`src/rtl/onehot_scan_decoder.sv`:
```
`default_nettype none
// +--------------------------------------------------------------------------+
// | onehot_scan_decoder                                                      |
// | Registered binary-to-one-hot decoder with a dwell-timed auto-scan mode.  |
// | Revision: 1.0                                                            |
// +--------------------------------------------------------------------------+
module onehot_scan_decoder #(
  parameter int SEL_W = 2,
  parameter int DWELL = 1
) (
  input  logic                  clk,
  input  logic                  rst_n,
  input  logic                  en,
  input  logic                  mode,
  input  logic                  load,
  input  logic [SEL_W-1:0]      a,
  output logic [(2**SEL_W)-1:0] out,
  output logic [SEL_W-1:0]      idx,
  output logic                  wrap
);

  localparam int OUT_W = 2**SEL_W;
  localparam int CNT_W = $clog2(DWELL+1);

  localparam logic [1:0]       c_st_idle = 2'd0;
  localparam logic [1:0]       c_st_hold = 2'd1;
  localparam logic [1:0]       c_st_scan = 2'd2;
  localparam logic [CNT_W-1:0] c_cnt_last = CNT_W'(DWELL-1);
  localparam logic [SEL_W-1:0] c_idx_max  = {SEL_W{1'b1}};

  logic [1:0]       r_state;
  logic [SEL_W-1:0] r_idx;
  logic [CNT_W-1:0] r_cnt;
  logic [OUT_W-1:0] r_out;
  logic             r_wrap;

  logic [SEL_W-1:0] w_idx_next;
  logic [OUT_W-1:0] w_onehot_a;
  logic [OUT_W-1:0] w_onehot_idx;
  logic [OUT_W-1:0] w_onehot_next;

  assign w_idx_next    = r_idx + SEL_W'(1);
  assign w_onehot_a    = OUT_W'(1) << a;
  assign w_onehot_idx  = OUT_W'(1) << r_idx;
  assign w_onehot_next = OUT_W'(1) << w_idx_next;

  // Priority: reset > enable > load > mode/scan advance.
  always_ff @(posedge clk) begin
    if (!rst_n) begin
      r_state <= c_st_idle;
      r_idx   <= '0;
      r_cnt   <= '0;
      r_out   <= '0;
      r_wrap  <= 1'b0;
    end else if (!en) begin
      r_state <= c_st_idle;
      r_cnt   <= '0;
      r_out   <= '0;
      r_wrap  <= 1'b0;
    end else if (load) begin
      r_state <= mode ? c_st_scan : c_st_hold;
      r_idx   <= a;
      r_cnt   <= '0;
      r_out   <= w_onehot_a;
      r_wrap  <= 1'b0;
    end else if (!mode) begin
      // IDLE and HOLD keep their output; SCAN freezes at the current position.
      if (r_state == c_st_scan) begin
        r_state <= c_st_hold;
      end
      r_cnt  <= '0;
      r_wrap <= 1'b0;
    end else if (r_state != c_st_scan) begin
      r_state <= c_st_scan;
      r_cnt   <= '0;
      r_out   <= w_onehot_idx;
      r_wrap  <= 1'b0;
    end else if (r_cnt == c_cnt_last) begin
      r_idx  <= w_idx_next;
      r_cnt  <= '0;
      r_out  <= w_onehot_next;
      r_wrap <= (r_idx == c_idx_max);
    end else begin
      r_cnt  <= r_cnt + CNT_W'(1);
      r_wrap <= 1'b0;
    end
  end

  assign out  = r_out;
  assign idx  = r_idx;
  assign wrap = r_wrap;

endmodule
`default_nettype wire

```
`config.mk`:
```
export PLATFORM = sky130hd
export DESIGN_NAME = onehot_scan_decoder
export DESIGN_NICKNAME = d
export VERILOG_FILES = /design/src/rtl/onehot_scan_decoder.sv
export SDC_FILE = /design/constraint.sdc
export NUM_CORES = 1
export LEC_CHECK = 0
export BUFFER_PORTS_ARGS = -buffer_cell sky130_fd_sc_hd__buf_2
export CAP_MARGIN = 30
export CORE_UTILIZATION = 35
export CTS_CLUSTER_DIAMETER = 200
export CTS_CLUSTER_SIZE = 20
export DETAILED_ROUTE_END_ITERATION = 10
export PLACE_DENSITY = 0.66
export SLEW_MARGIN = 20
export SYNTH_ARGS = -nofsm -noshare
export SYNTH_HDL_FRONTEND = slang
export SYNTH_SLANG_ARGS = --single-unit
```
`constraint.sdc`:
```
create_clock -name clk -period 1.95 [get_ports clk]
set_input_delay 0.2925 -clock clk [delete_from_list [all_inputs] [get_ports clk]]
set_output_delay 0.2925 -clock clk [all_outputs]
set_load 0.01 [all_outputs]
```
==> flow_summary.ini, run 1 <==
[status]
status = completed

[worst_setup_path]
cp.arrival_ns = 1.81
worst-path-max-fanout = 6
crit_chain = ha_1 > nor4bb_1 > a311o_1 > o41ai_1
max_stage_delay_ns = 0.42
worstSetupEndpoint = out[0]$_SDFFE_PN0P_
end_kind = flop
r2r_slack_ns = 0.30
critical_path_class = reg2reg
crit_cells = 4
r2r_start = idx[0]$_SDFFE_PN0P_
worstPathRequired_ns = 2.11
worst-path-buf-inv = 0
reg2reg_depth = 4
path_delay_family = compound AO/OA/AOI/OAI gates
crit_path_start = idx[0]$_SDFFE_PN0P_
setup.worst_path.start_class = flop
cp_slowest_cell = dfxtp_1
rr_endpoint = out[0]$_SDFFE_PN0P_

[sta]
finalHoldViolCount = 0
whs_ns = 0.3310
post-route-min-period_ns = 1.651
post-route-period-util = 0.8468
tns_ns = 0
fmax_mhz = 605.6
finalSetupViolCount = 0
rsz0062_at_grt = false
clock_skew_ns = 0.0005283
drv_slew = 0

[die]
row_count = 13
ios = 14
dieArea_um2 = 1739
die_h_um = 41.71
start_util = 0.3991
core-area_um2 = 1383
die_w_um = 41.71

[yosys]
synth_top_cell_area_share = 0.3628
synthCells = 59
ys_types = 32
synth.area.top_cells = dfxtp_1 36%, a211o_1 6.3%, o41ai_1 6.3%
synth_edf_count = 0
yosys.area.top_type = dfxtp_1
synth_flop_cell = dfxtp_1
postSynth.asyncResetShare = 0
syn_area_um2 = 551.8
syn-num-nets = 67
ys_ff_latch = 10
synth_area_per_cell_um2 = 9.352
yosys_warnings = 0
yosysSeqAreaShare = 0.3628

[drt]
vias = 539
drc = 0
post_drt_wl_per_cell_um = 14.71
first_pass_iters = 4
totalWireLength_mm = 1.280
viasPerCell = 6.195
first_iter_violations = 10
antenna_left = 0

[global_routing]
grt_pass1_vias = 457
grt_pass1_wl_mm = 2.049
grt_overflow_total = 0
grt_max_degree = 20
grt_usage = 0.1614
antenna_found_initial = 0

[power]
ir_worst_vdd_v = 0.0004363
power.leakage_uw = 0.0002802
power_density_nw_per_um2 = 725.9

[clocking]
cts_tree = done
cts_resized = 0
cts_buffer_depth = 2
cts.clk_slew.worst_paths_ns = 0.06
clkLatencyLatePin_ns = 0.26
postCtsHoldBufs = 0
numCtsBuffers = 3
cts.sinks = 10
cts_setup_buffers = 0
htree_levels = 1
root_buffer = clkbuf_4

[worst_hold_path]
hold_class = in2reg

[cells_and_area]
nets = 81
fillers = 141
antenna_cells_inserted = 0
drive_gt1_frac = 0.2500
syn2layout_area_growth_pct = 18.82

[placement]
gp_congestion = 0.7183
io_buffer_count = 13
dp.final_hpwl_um = 885.3

[run]
cap_violations = 0
cells by family after synthesis:
group           after synthesis  synth area share
buf+inv                       7           0.04988
mux                           1           0.01814
fa+ha+maj                     1           0.02267
other cells                   1          0.006796
compound gates               20            0.3039
flops                        10            0.3628
simple gates                 19            0.2358
through the flow:
stage	instances	worst slack, ns	power [µW]	instance area [µm²]	utilization
2_1_floorplan	59	0.3946	271.7	551.8	-
3_3_place_gp	83	0.4030	293.4	619.3	0.4480
3_5_place_dp	83	0.3065	294.0	619.3	0.4480
4_1_cts	87	0.2889	484.6	655.6	0.4742
5_1_grt	87	0.1686	503.2	655.6	0.4742
6_report	87	0.2987	475.9	655.6	0.4742
flip-flops by register name (all words and copies together), names as in the netlist:
name     cells
wrap         1
out          4
r_cnt        1
r_state      2
idx          2
synthesized netlist by cell type, types with 2 or more instances:
master,count
dfxtp_1,10
clkbuf_1,3
a211o_1,4
o41ai_1,4
nor3_1,2
nor2b_1,2
nand2_1,2
nand3_1,4
a21oi_1,2
o211a_1,2
inv_1,3
layout by cell type, fill, tap and decap left out, types with 2 or more instances in the layout:
cell / n
nand2_1: 2
nand3_1: 4
nor2b_1: 2
dfxtp_1: 10
clkbuf_4: 3
o41ai_1: 4
nor3_1: 2
a211o_1: 4
buf_2: 13
inv_1: 3
o211a_1: 2
a21oi_1: 2
worst min path at each step:
| stage | cells after the start | endpoint | from |
|---|---|---|---|
| global placement | 3 | out[2]$_SDFFE_PN0P_ | out[2]$_SDFFE_PN0P_ |
| global route | 2 | r_state[0]$_SDFFE_PN0P_ | mode |
| detailed placement | 3 | out[2]$_SDFFE_PN0P_ | out[2]$_SDFFE_PN0P_ |
| CTS | 2 | r_state[0]$_SDFFE_PN0P_ | mode |
| finish | 2 | r_state[0]$_SDFFE_PN0P_ | mode |
| floorplan | 1 | idx[0]$_SDFFE_PN0P_ | rst_n |
layer usage:
layer  routed length (µm)  global-route usage  share of wire  vias up
met5                    0                   0              0        -
met4                   40             0.07742          0.031        0
met3                   71             0.08261          0.055        4
met2                  573              0.2250           0.45       20
met1                  595              0.2032           0.46      250
li1                     -                   -              -      265
report_power, final:
part / total, µW / internal (µW) / leakage [µW] / switching, µW
registers: 222 / 213 / 0.0000818 / 9.40
logic: 68.3 / 29.1 / 0.000177 / 39.2
clock network: 186 / 113 / 0.0000210 / 72.1
cell type report:
class,instances,area [µm²],share of cell area
inverter,3,11.26,0.01718
clock buffer,4,36.28,0.05534
tap,15,18.77,0.02863
sequential,10,200.2,0.3053
timing repair buffer,13,65.06,0.09924
multi-input combinational,42,324.1,0.4943
No activity file was read; power rests on OpenSTA's default activity.
==> inputs of run 2 (changes only) <==
clock period = 1.6 ns   (was 1.95 ns; I/O delays follow)
==> run 2 against run 1 <==
Compared with the run above: worst setup slack worse by 0.22 ns; sequential share of layout area is 1.7 points lower; register-to-register slack worse by 0.22 ns; routed wire length is 2.1% higher; highest routed layer unchanged; critical endpoint is now out[2]$_SDFFE_PN0P_; clock skew is 0.0038 ns higher; cell count is 3.4% higher; combinational power is 48% higher; maximum frequency is 8.8% higher; die area stayed put; hold slack worse by 0.051 ns; sequential cell count stayed put; non-clock buffer count is 4 higher; largest cell class unchanged.
==> flow_summary.ini, run 2 (synthesis results as in run 1) <==
[global_routing]
grt_usage = 0.1632
grt_overflow_total = 0
grtUsageMet1 = 0.1952
grt_pass1_vias = 505
grt_pass1_wl_mm = 2.159
antenna_found_initial = 0
met2_usage = 0.2594
use_met3 = 0.05652
grt_max_degree = 15
top_usage_layer = met2

[clocking]
cts.clk_slew.worst_paths_ns = 0.07
cts_buffer_depth = 2
htree_levels = 1
cts.sinks = 10
numCtsBuffers = 3
postCtsHoldBufs = 0
root_buffer = clkbuf_4
clkLatencyLatePin_ns = 0.26
cts_tree = done
cts_setup_buffers = 0

[cells_and_area]
syn2layout_area_growth_pct = 25.62
final_cell_mix = 13 x buf_2, 10 x dfxtp_1, 4 x nand3_1, 4 x a211o_1, 4 x buf_4
antenna_cells_inserted = 0
mostFrequentLayoutCell = buf_2
fillers = 126
drive_gt1_frac = 0.3200
final_util = 0.5014
largest_reg_flops = 4
nets = 85

[sta]
finalSetupViolCount = 0
finalHoldViolCount = 0
rsz0062_at_grt = false
fmax_mhz = 658.6
drv_slew = 0
post-route-min-period_ns = 1.518
whs_ns = 0.2804
post-route-period-util = 0.9489
clock_skew_ns = 0.004295

[die]
ios = 14
row_count = 13
start_util = 0.3991
die_h_um = 41.71
dieArea_um2 = 1739
core-area_um2 = 1383
die_w_um = 41.71

[drt]
first_pass_iters = 4
post_drt_wl_per_cell_um = 14.52
first_iter_violations = 26
vias = 543
totalWireLength_mm = 1.307
antenna_left = 0
drc = 0
viasPerCell = 6.033

[worst_setup_path]
worstPathRequired_ns = 1.76
cp.arrival_ns = 1.68
worst-path-max-fanout = 2
end_kind = flop
setup.worst_path.start_class = flop
r2r_slack_ns = 0.08
critical_path_class = reg2reg

[run]
cap_violations = 0

[status]
status = completed

[placement]
gp_congestion = 0.7210
io_buffer_count = 13
dp.final_hpwl_um = 973.1

[power]
power.leakage_uw = 0.0003047
ir_worst_vdd_v = 0.0003633
power_density_nw_per_um2 = 782.5

[worst_hold_path]
hold_class = in2reg
-- run 2: changes by cell type in the layout (fill, tap and decap cells not counted), sizes merged --
cell	delta
clkbuf	-1
buf	+4
-- run 2: layout make-up --
type	instances	area [µm²]	share of cell area
flip-flops and latches	10	200.2	0.2888
inverters	3	11.26	0.01625
clock buffers	3	22.52	0.03249
well taps	15	18.77	0.02708
repair buffers	17	95.09	0.1372
multi-input cells	42	345.3	0.4982
-- run 2: metal layers --
layer / vias up / wire (µm)
li1: 270 / -
met3: 2 / 39
met4: 0 / 10
met5: - / 0
met2: 9 / 633
met1: 262 / 624
-- run 2: stage by stage --
step / instance area, µm² / setup slack (ns) / instances / power [µW] / setup TNS [ns]
final: 693.2 / 0.08173 / 90 / 542.4 / 0
after global routing: 693.2 / 0.004698 / 90 / 574.3 / 0
after CTS: 679.4 / 0.02776 / 90 / 545.1 / 0
after detailed placement: 649.4 / -0.002322 / 87 / 367.7 / -0.002322
after global placement: 649.4 / 0.07236 / 87 / 366.3 / 0
after floorplan: 551.8 / 0.04459 / 59 / 331.2 / 0
-- run 2: report_power, final --
group | internal [µW] | switching (µW)
Combinational | 45.0 | 55.8
Sequential | 259 | 8.32
Clock | 86.9 | 87.2
Total | 391 | 151
-- run 2: repair_timing --
item	CTS	global route
pin swaps	0	2
endpoints found under the hold margin	0	0
setup endpoints to repair	1	4
resized for setup	1	2
-- run 2: final timing paths --
kind | depth (start not counted) | end | from
setup / recovery | 4 | out[2]$_SDFFE_PN0P_ | idx[1]$_SDFFE_PN0P_
hold / removal | 2 | idx[0]$_SDFFE_PN0P_ | rst_n
setup reg to reg | 4 | out[2]$_SDFFE_PN0P_ | idx[1]$_SDFFE_PN0P_
hold reg to reg | 3 | out[2]$_SDFFE_PN0P_ | out[2]$_SDFFE_PN0P_
-- run 2: worst max-delay path, cell delays in order (launching register included) --
cell	delay, ns
dfxtp_1	0.32
ha_1	0.29
nor4bb_2	0.34
a311oi_1	0.12
o41ai_1	0.34
==> inputs of run 3 (changes only) <==
REMOVE_ABC_BUFFERS = 1   (was unset)
==> run 3 against run 2 <==
Compared with the run above: clock power is 32% higher; total power is 11% higher; sequential power hardly changed; design area is 5.2% higher; register-to-register slack worse by 0.02 ns; die area stayed put; combinational power is 6% higher.
==> flow_summary.ini, run 3 (synthesis results as in run 1) <==
[die]
die_w_um = 41.71
core-area_um2 = 1383
row_count = 13
start_util = 0.3991
dieArea_um2 = 1739
ios = 14
die_h_um = 41.71

[power]
intPower_uw = 446.1
power_density_nw_per_um2 = 827.4
ir_worst_vdd_v = 0.0004173
power_switching_uw = 157.4
p_clk_frac = 0.379
power.leakage_uw = 0.0003200
p_sw_frac = 0.2609
p_seq_frac = 0.443
p_comb_frac = 0.178

[worst_setup_path]
setup.worst_path.start_class = flop
critical_path_class = reg2reg
crit_chain = ha_1 > nor4bb_4 > a311o_1 > o41ai_1
max_stage_delay_ns = 0.32
r2r_start = idx[0]$_SDFFE_PN0P_
worstPathRequired_ns = 1.77
rr_endpoint = out[0]$_SDFFE_PN0P_
path_delay_family = compound AO/OA/AOI/OAI gates
worst-path-buf-inv = 0
worst-path-max-fanout = 2
end_kind = flop
cp.arrival_ns = 1.71
crit_cells = 4
crit_path_start = idx[0]$_SDFFE_PN0P_
r2r_slack_ns = 0.07
cp_slowest_cell = a311o_1
worstSetupEndpoint = out[0]$_SDFFE_PN0P_
reg2reg_depth = 4

[clocking]
cts.clk_slew.worst_paths_ns = 0.06
clkLatencyLatePin_ns = 0.27
numCtsBuffers = 3
postCtsHoldBufs = 0
cts.sinks = 10
cts_setup_buffers = 0
root_buffer = clkbuf_4
cts_buffer_depth = 2
htree_levels = 1
cts_tree = done

[cells_and_area]
final_cell_mix = 13 x buf_2, 10 x dfxtp_1, 5 x buf_4
mostFrequentLayoutCell = buf_2
drive_gt1_frac = 0.3506
nets = 86
instances_no_fill = 92
finalInstanceArea_um2 = 729.5
antenna_cells_inserted = 0
syn2layout_area_growth_pct = 32.20
largest_reg_flops = 4

[drt]
totalWireLength_mm = 1.360
drc = 0
antenna_left = 0
vias = 570
first_iter_violations = 17
viasPerCell = 6.196
first_pass_iters = 4
post_drt_wl_per_cell_um = 14.78

[global_routing]
grt_usage = 0.1667
grt_pass1_vias = 453
grt_overflow_total = 0
antenna_found_initial = 0
use_met3 = 0.02609
met2_usage = 0.2094
grt_max_degree = 14
grt_pass1_wl_mm = 2.118
grtUsageMet1 = 0.2347
top_usage_layer = met1

[placement]
dpl.cell_count = 88
place_area_um2 = 656.9
gp_congestion = 0.7714
io_buffer_count = 13
dp.final_hpwl_um = 968.9

[sta]
fmax_mhz = 651.8
post-route-min-period_ns = 1.534
finalSetupViolCount = 0
drv_slew = 0
tns_ns = 0
post-route-period-util = 0.9589
rsz0062_at_grt = false
finalHoldViolCount = 0
clock_skew_ns = 0.0006244
whs_ns = 0.2737

[run]
cap_violations = 0

[worst_hold_path]
hold_class = in2reg

[status]
status = completed
## run 3: changes by cell type in the layout (fill, tap and decap cells not counted), sizes merged
cell | previous run | this run
clkbuf | 3 | 4
buf | 17 | 18
## run 3: routing by layer
| metal | part of all wire | up-vias |
|---|---|---|
| li1 | - | 274 |
| met1 | 0.49 | 269 |
| met2 | 0.42 | 23 |
| met3 | 0.057 | 4 |
| met4 | 0.035 | 0 |
| met5 | 0 | - |
## run 3: worst min path at each step
stage	slack, ns	cells after the start	to	from
after floorplan	0.32	1	wrap$_SDFF_PP0_	load
after global placement	0.55	2	r_state[0]$_SDFFE_PN0P_	mode
after detailed placement	0.55	2	r_state[0]$_SDFFE_PN0P_	mode
after CTS	0.26	2	r_state[0]$_SDFFE_PN0P_	mode
after global routing	0.26	2	idx[1]$_SDFFE_PN0P_	rst_n
final	0.27	2	idx[1]$_SDFFE_PN0P_	rst_n
## run 3: final cells by class
| class | instances | area [µm²] |
|---|---|---|
| Fill cell | 129 | 653.1 |
| Multi-Input combinational cell | 42 | 360.3 |
| Clock buffer | 4 | 36.28 |
| Tap cell | 15 | 18.77 |
| Inverter | 3 | 11.26 |
| Timing Repair Buffer | 18 | 102.6 |
| Sequential cell | 10 | 200.2 |
## run 3: stage by stage
stage / total power (µW) / utilization / setup WS [ns]
after global placement: 369.3 / 0.4751 / 0.04073
after CTS: 601.3 / 0.5014 / 0.006040
final: 603.6 / 0.5276 / 0.06581
after floorplan: 320.0 / - / 0.04460
after global routing: 635.0 / 0.5276 / 0.002088
after detailed placement: 369.5 / 0.4751 / 0.02853
## run 3: power by group through the flow
stage	logic (µW)	clock network (µW)	registers [µW]
2_1_floorplan	42.7	0	277
3_3_place_gp	97.4	0	272
3_5_place_dp	97.2	0	272
4_1_cts	97.8	237	267
5_1_grt	116	250	269
6_report	107	229	267
## run 3: timing repair
action / in CTS / in global routing
resized for setup: 0 / 5
setup endpoints to repair: 0 / 4
hold endpoints to repair: 0 / 0
